[config.mk]
export PLATFORM = sky130hd
export DESIGN_NAME = uart_fifo
export DESIGN_NICKNAME = d
export VERILOG_FILES = /design/src/rtl/uart_fifo.sv
export SDC_FILE = /design/constraint.sdc
export NUM_CORES = 1
export LEC_CHECK = 0
export CORE_ASPECT_RATIO = 1.1
export CORE_MARGIN = 2
export CORE_UTILIZATION = 56
export CTS_CLUSTER_SIZE = 8
export DETAILED_ROUTE_END_ITERATION = 12
export PLACE_DENSITY_LB_ADDON = 0.08
export SYNTH_ARGS = -nofsm -noshare
export SYNTH_HDL_FRONTEND = slang
export SYNTH_SLANG_ARGS = --single-unit
[constraint.sdc]
create_clock -name clk -period 6.8 [get_ports clk]
set_input_delay 1.7 -clock clk [delete_from_list [all_inputs] [get_ports clk]]
set_output_delay 1.7 -clock clk [all_outputs]
set_load 0.005 [all_outputs]
[src/rtl/uart_fifo.sv]
// Single-clock synchronous FIFO for UART data paths with occupancy flags and sticky error bits.
// Define UART_FIFO_FWFT_EN to build first-word-fall-through mode; standard registered-read mode otherwise.
module uart_fifo #(
  parameter int DATA_BIT = 8,
  parameter int ADDR_BIT = 4,
  parameter int AF_LEVEL = 12,
  parameter int AE_LEVEL = 2
) (
  input  logic                clk,
  input  logic                rst_n,
  input  logic                clr,
  input  logic                wr_en,
  input  logic [DATA_BIT-1:0] wr_data,
  input  logic                rd_en,
  output logic [DATA_BIT-1:0] rd_data,
  output logic                full,
  output logic                empty,
  output logic                almost_full,
  output logic                almost_empty,
  output logic [ADDR_BIT:0]   count,
  output logic                overflow,
  output logic                underflow
);

  localparam int                DEPTH   = 1 << ADDR_BIT;
  localparam logic [ADDR_BIT:0] DEPTH_C = (ADDR_BIT + 1)'(DEPTH);
  localparam logic [ADDR_BIT:0] AF_C    = (ADDR_BIT + 1)'(AF_LEVEL);
  localparam logic [ADDR_BIT:0] AE_C    = (ADDR_BIT + 1)'(AE_LEVEL);
  localparam logic [ADDR_BIT:0] CNT_ONE = (ADDR_BIT + 1)'(1);
  localparam logic [ADDR_BIT-1:0] PTR_ONE = ADDR_BIT'(1);

  logic [DATA_BIT-1:0] mem [DEPTH];
  logic [ADDR_BIT-1:0] wr_ptr;
  logic [ADDR_BIT-1:0] rd_ptr;
  logic [ADDR_BIT:0]   count_q;

  logic wr_accept;  // word enters the RAM this edge
  logic pop;        // word leaves the FIFO (count decrements) this edge
  logic ram_rd;     // RAM head is read into rd_data this edge

  // Flags come straight from the registered count.
  assign count        = count_q;
  assign full         = (count_q == DEPTH_C);
  assign almost_full  = (count_q >= AF_C);
  assign almost_empty = (count_q <= AE_C);
  assign wr_accept    = wr_en && !full;

`ifdef UART_FIFO_FWFT_EN
  // count includes the word sitting in the output stage; ram_cnt excludes it.
  logic              out_valid;
  logic [ADDR_BIT:0] ram_cnt;

  assign ram_cnt = count_q - {{ADDR_BIT{1'b0}}, out_valid};
  assign empty   = !out_valid;
  assign pop     = rd_en && out_valid;
  assign ram_rd  = (ram_cnt != '0) && (!out_valid || pop);
`else
  assign empty   = (count_q == '0);
  assign pop     = rd_en && !empty;
  assign ram_rd  = pop;
`endif

  // NOTE: the storage array has no reset so it maps onto block RAM; only control state is reset.
  always_ff @(posedge clk) begin
    if (wr_accept && !clr) begin
      mem[wr_ptr] <= wr_data;
    end
  end

  // NOTE: all sequential state uses non-blocking assignments so every register samples pre-edge values.
  always_ff @(posedge clk or negedge rst_n) begin
    if (!rst_n) begin
      wr_ptr    <= '0;
      rd_ptr    <= '0;
      count_q   <= '0;
      rd_data   <= '0;
      overflow  <= 1'b0;
      underflow <= 1'b0;
`ifdef UART_FIFO_FWFT_EN
      out_valid <= 1'b0;
`endif
    end else if (clr) begin
      // Flush wins over any simultaneous request; rd_data keeps its last value.
      wr_ptr    <= '0;
      rd_ptr    <= '0;
      count_q   <= '0;
      overflow  <= 1'b0;
      underflow <= 1'b0;
`ifdef UART_FIFO_FWFT_EN
      out_valid <= 1'b0;
`endif
    end else begin
      if (wr_accept) begin
        wr_ptr <= wr_ptr + PTR_ONE;
      end
      if (ram_rd) begin
        rd_ptr  <= rd_ptr + PTR_ONE;
        rd_data <= mem[rd_ptr];
      end
      case ({wr_accept, pop})
        2'b10:   count_q <= count_q + CNT_ONE;
        2'b01:   count_q <= count_q - CNT_ONE;
        default: count_q <= count_q;
      endcase
      if (wr_en && full) begin
        overflow <= 1'b1;
      end
      if (rd_en && empty) begin
        underflow <= 1'b1;
      end
`ifdef UART_FIFO_FWFT_EN
      if (ram_rd) begin
        out_valid <= 1'b1;
      end else if (pop) begin
        out_valid <= 1'b0;
      end
`endif
    end
  end

endmodule
Yosys cells after proc, flatten, opt, wreduce, memory -nomap -nowiden
Memory sizes are Yosys's and may differ from the RTL's. A register that Yosys moved wholly into a read port is not among the register bits.
Cells that the tools add are included.
W data, S select, Z words.
- flip-flop bits (word level): 15
- memories kept: 1
- bits in writable memories: 128
- output and inout port bits: 19
- input port bits: 13
- word-level logic and storage cells: 44
- add/subtract/negate cells: 4
- muxes and demuxes: 12
- equality and inequality tests: 3
- magnitude comparators: 2
- bitwise gates (word level): 1
- reduce and logical (&&, ||, !) cells: 16
- memory list (memory ; words ; bits a word ; rd ports ; clocked after Yosys merged registers in ; wr ports ; RTL line ; source):
    mem ; 16 ; 8 ; 1 ; 1 ; 1 ; 32 ; logic [DATA_BIT-1:0] mem [DEPTH];
- operators with widths (cell ; number):
    $mux W4 ; 4
    $pmux W5 S2 ; 1
    $add A4 B1 Y4 const B ; 2
    $reduce_bool A2 Y1 ; 4
    $mux W1 ; 6
    $add A5 B1 Y5 const B ; 1
    $eq A5 B5 Y1 const B ; 1
    $ge A5 B4 Y1 const B ; 1
    $le A5 B2 Y1 const B ; 1
    $logic_and A1 B1 Y1 ; 5
    $logic_not A5 Y1 ; 1
    $mux W5 ; 1
    $sub A5 B1 Y5 const B ; 1
    $logic_not A1 Y1 ; 4
    $reduce_bool A3 Y1 ; 1
    $eq A2 B1 Y1 const B ; 1
    $eq A2 B2 Y1 const B ; 1
    $reduce_and A2 Y1 ; 1
    $not A1 Y1 ; 1

Longest topological paths before layout
- depth after elaboration: 6
- mapped depth: 9
- depth with buffers taken out: 8

Worst setup path after synthesis
Ideal clock, no wire load.
- kind: input to register
- start: input port rd_en
- end: register count_q[4], in the netlist count[4]
- data required time: 6.675 ns
- path buffers: 0
- library setup time: 0.125 ns
- arrival time: 3.283 ns
- path slack: 3.392 ns
- stages: 8
- cell sequence: inv_1 > a21oi_2 > nand2_2 > xnor2_1 > ha_1 > o31a_1 > o32ai_2 > mux2_4
- longest elaborated chain between the ends: 4
- elaborated cells on any way between the ends: 6
- classes of those cells: eq/ne (2); mux (2); reduce/logical (2)
- ends and longest elaborated chain (element ; RTL line ; source):
    start, declared ; 14 ; input logic rd_en,
    $logic_and A1 B1 Y1 * ; 59 ; assign pop = rd_en && !empty;
    $eq A2 B1 Y1 / $eq A2 B2 Y1 (equally long branches) ; 100 ; case ({wr_accept, pop})
    $pmux W5 S2 ; 100 ;
    $mux W5 ; 82 ; end else if (clr) begin
    end signal, assigned ; 101 ; 2'b10: count_q <= count_q + CNT_ONE;
    end signal, assigned ; 102 ; 2'b01: count_q <= count_q - CNT_ONE;
    end signal, assigned ; 103 ; default: count_q <= count_q;
    end, declared ; 35 ; logic [ADDR_BIT:0] count_q;
Every way passes the cells marked *; elsewhere a longest branch is shown, timed or not.
A chain may end at the register's enable or synchronous reset.

Final worst setup path
- start: register count_q[1], in the netlist count[1]
- end: output port empty
- longest elaborated chain between the ends: 1
- ends and longest elaborated chain (element ; RTL line ; source):
    $logic_not A5 Y1 ; 58 ; assign empty = (count_q == '0);
    end, declared ; 17 ; output logic empty,
Every way passes these cells.

==> flow_summary.ini <==
[logic_synthesis]
ys_seq_area_share_pct = 70.6
synth_enable_flop_cells = 128
synth.largest_area_cell = edfxtp_1
synth_top_area_share_pct = 61.4
synth_most_common_cell = edfxtp_1
synthTopCellsByCount = 128 x edfxtp_1, 42 x nor2_1, 32 x mux4_2
async_reset_ff_share_pct = 15.2
synth_cells = 353
ys_ff_latch = 151
avgSynthCellArea_um2 = 17.7
syn_area_mm2 = 0.00626
ys.flop_type = edfxtp_1
mappedNetlistNets = 373
synth_area_leaders = edfxtp_1 61%, mux4_2 12%, dfrtp_1 9.2%
yosysUniqueCellTypes = 46
ys_warn_count = 0

[placed_design]
io_buffers = 31
place_ws_ns = 2.63
globalplace.congestion = 0.872
hpwl_um = 7600
postPlaceCellArea_mm2 = 0.00665

[route]
postRouteAntennaNets = 0
num_vias = 3209
routedWlPerCell_um = 21.6
drtIter0Drc = 202
first_pass_iters = 4
vias_per_cell = 5.87
wirelength_um = 11800
drc = 0

[setup_path]
r2r_end = count[4]
reg2reg_slack_ns = 4.15
r2r-start = count[1]
path_class = register to primary output
crit_path_start_kind = register
cp_max_fo = 10
endpoint_kind = primary output
required_ns = 5.10
worstPathArrival_ns = 2.13
ff2ff_path_depth = 8

[clock_network]
path_clk_slew_ns = 0.06
ctsHoldBuffers = 0
clock_latency_ns = 0.41
tritoncts = done
post-cts-setup-buffers = 0
cts-root-buf = clkbuf_16
cts_max_path_buffers = 2
cts_buffers = 17
cts_resized = 0
clkSinkCount = 151
htree_num_levels = 4

[grt]
grtUsageTotal_pct = 21.8
grt_pass1_vias = 3266
antenna_found_initial = 0
grt_max_degree = 36
grt_pass1_wl_um = 19100
grt_overflow = 0

[sta]
finalHoldViolCount = 0
finalCritPeriodShare_pct = 56.4
tns_ns = 0
slew_viol_final = 0
tightest_slew_ns = 1.09
setup_ws_ns = 2.97
setup_viol = 0
slew_headroom_pct = 27.0
rsz0062_at_grt = no
finalCriticalPeriod_ns = 3.83
finalClockSkew_ns = 0.00647
fmax_mhz = 261

[power]
power_density_mw_per_mm2 = 357
p_seq_share_pct = 43.4
power_frac_clock_pct = 34.3
leakage_nw = 2.35
switching_share_pct = 26.2
peakVddDrop_v = 0.000202
switching_power_w = 0.000675
combPwrFrac_pct = 22.2
p_int_w = 0.00190

[floorplan]
coreArea_mm2 = 0.0109
die_h_um = 115
ios = 32
die_w_um = 105
die_area_mm2 = 0.0120
rows = 40
start_util_pct = 57.4

[worst_hold_path]
min-delay-start = overflow
whs_endpoint = overflow
holdCritPathClass = register to register
hold_depth = 2

[final_layout]
antenna_cells = 0
final_area_mm2 = 0.00721
area_delta_synth_final_pct = 15.2
drive_gt1_share_pct = 19.3
nets = 407

[run_status]
outcome = complete, no violations

[run]
maxCapViolations = 0
critical path, cell delays in order, from the launching register on:
cell	delay [ns]
dfrtp_1	0.50
or3_4	0.48
nor3_1	0.20
clkdlybuf4s50_1	0.54
layout by cell type, fill, tap and decap left out, types with 7 or more instances in the layout:
| cell | instances |
|---|---|
| a2111oi_0 | 9 |
| a211oi_1 | 9 |
| a21oi_1 | 7 |
| clkbuf_16 | 17 |
| clkdlybuf4s50_1 | 31 |
| dfrtp_1 | 22 |
| edfxtp_1 | 128 |
| ha_1 | 7 |
| mux2i_1 | 9 |
| mux4_2 | 32 |
| nand2_1 | 12 |
| nor2_1 | 42 |
| nor2b_1 | 10 |
through the flow:
| step | utilization, % | instances | total power, W | hold slack, ns |
|---|---|---|---|---|
| final | 66.1 | 547 | 0.00257 | 0.495 |
| after global routing | 66.1 | 547 | 0.00269 | 0.557 |
| after CTS | 66.1 | 547 | 0.00259 | 0.503 |
| after detailed placement | 60.9 | 515 | 0.00171 | 0.490 |
| after global placement | 60.9 | 515 | 0.00171 | 0.479 |
| after floorplan | - | 353 | 0.00150 | 0.486 |
power groups by stage:
| stage | sequential, W | combinational (W) | clock, W |
|---|---|---|---|
| 2_1_floorplan | 0.00111 | 0.000389 | 0 |
| 3_3_place_gp | 0.00113 | 0.000574 | 0 |
| 3_5_place_dp | 0.00113 | 0.000579 | 0 |
| 4_1_cts | 0.00112 | 0.000581 | 0.000894 |
| 5_1_grt | 0.00113 | 0.000629 | 0.000934 |
| 6_report | 0.00112 | 0.000572 | 0.000883 |
state kept, by name, indices dropped and copies added (netlist names):
signal,flops
overflow,1
mem,128
rd_ptr,4
underflow,1
count,5
wr_ptr,4
rd_data,8
metal layers:
| layer | track usage (%) | part of all wire [%] | wire (um) | vias up |
|---|---|---|---|---|
| li1 | - | - | - | 1461 |
| met1 | 30.9 | 45 | 5350 | 1644 |
| met4 | 6.67 | 1.2 | 141 | 0 |
| met3 | 6.18 | 5.5 | 652 | 15 |
| met2 | 33.5 | 48 | 5680 | 89 |
| met5 | 0 | 0 | 0 | - |
final cells by class:
class / instances / area (um^2)
clock buffer: 19 / 433
clock inverter: 13 / 130
fill: 781 / 3700
inverter: 4 / 15.0
multi-input combinational: 180 / 1700
sequential: 151 / 4420
tap: 147 / 184
timing repair buffer: 33 / 325
worst max path at each step:
| stage | start | endpoint | slack, ns | depth (start not counted) |
|---|---|---|---|---|
| 3_5_place_dp | rd_en | count[4] | 2.63 | 9 |
| 3_3_place_gp | rd_en | count[4] | 2.69 | 9 |
| 2_1_floorplan | rd_en | count[4] | 3.39 | 8 |
| 6_report | count[1] | empty | 2.97 | 3 |
| 5_1_grt | count[1] | empty | 2.83 | 3 |
| 4_1_cts | count[1] | empty | 2.96 | 3 |
cell families after synthesis:
logic type | Yosys count | synth area share [%]
mux | 43 | 13.4
buf+inv | 22 | 2.16
fa+ha+maj | 7 | 1.40
xor+xnor | 8 | 1.12
simple gates | 84 | 6.60
compound gates | 38 | 4.72
flops | 151 | 70.6
Note: power is estimated with default switching activity, not from simulation.
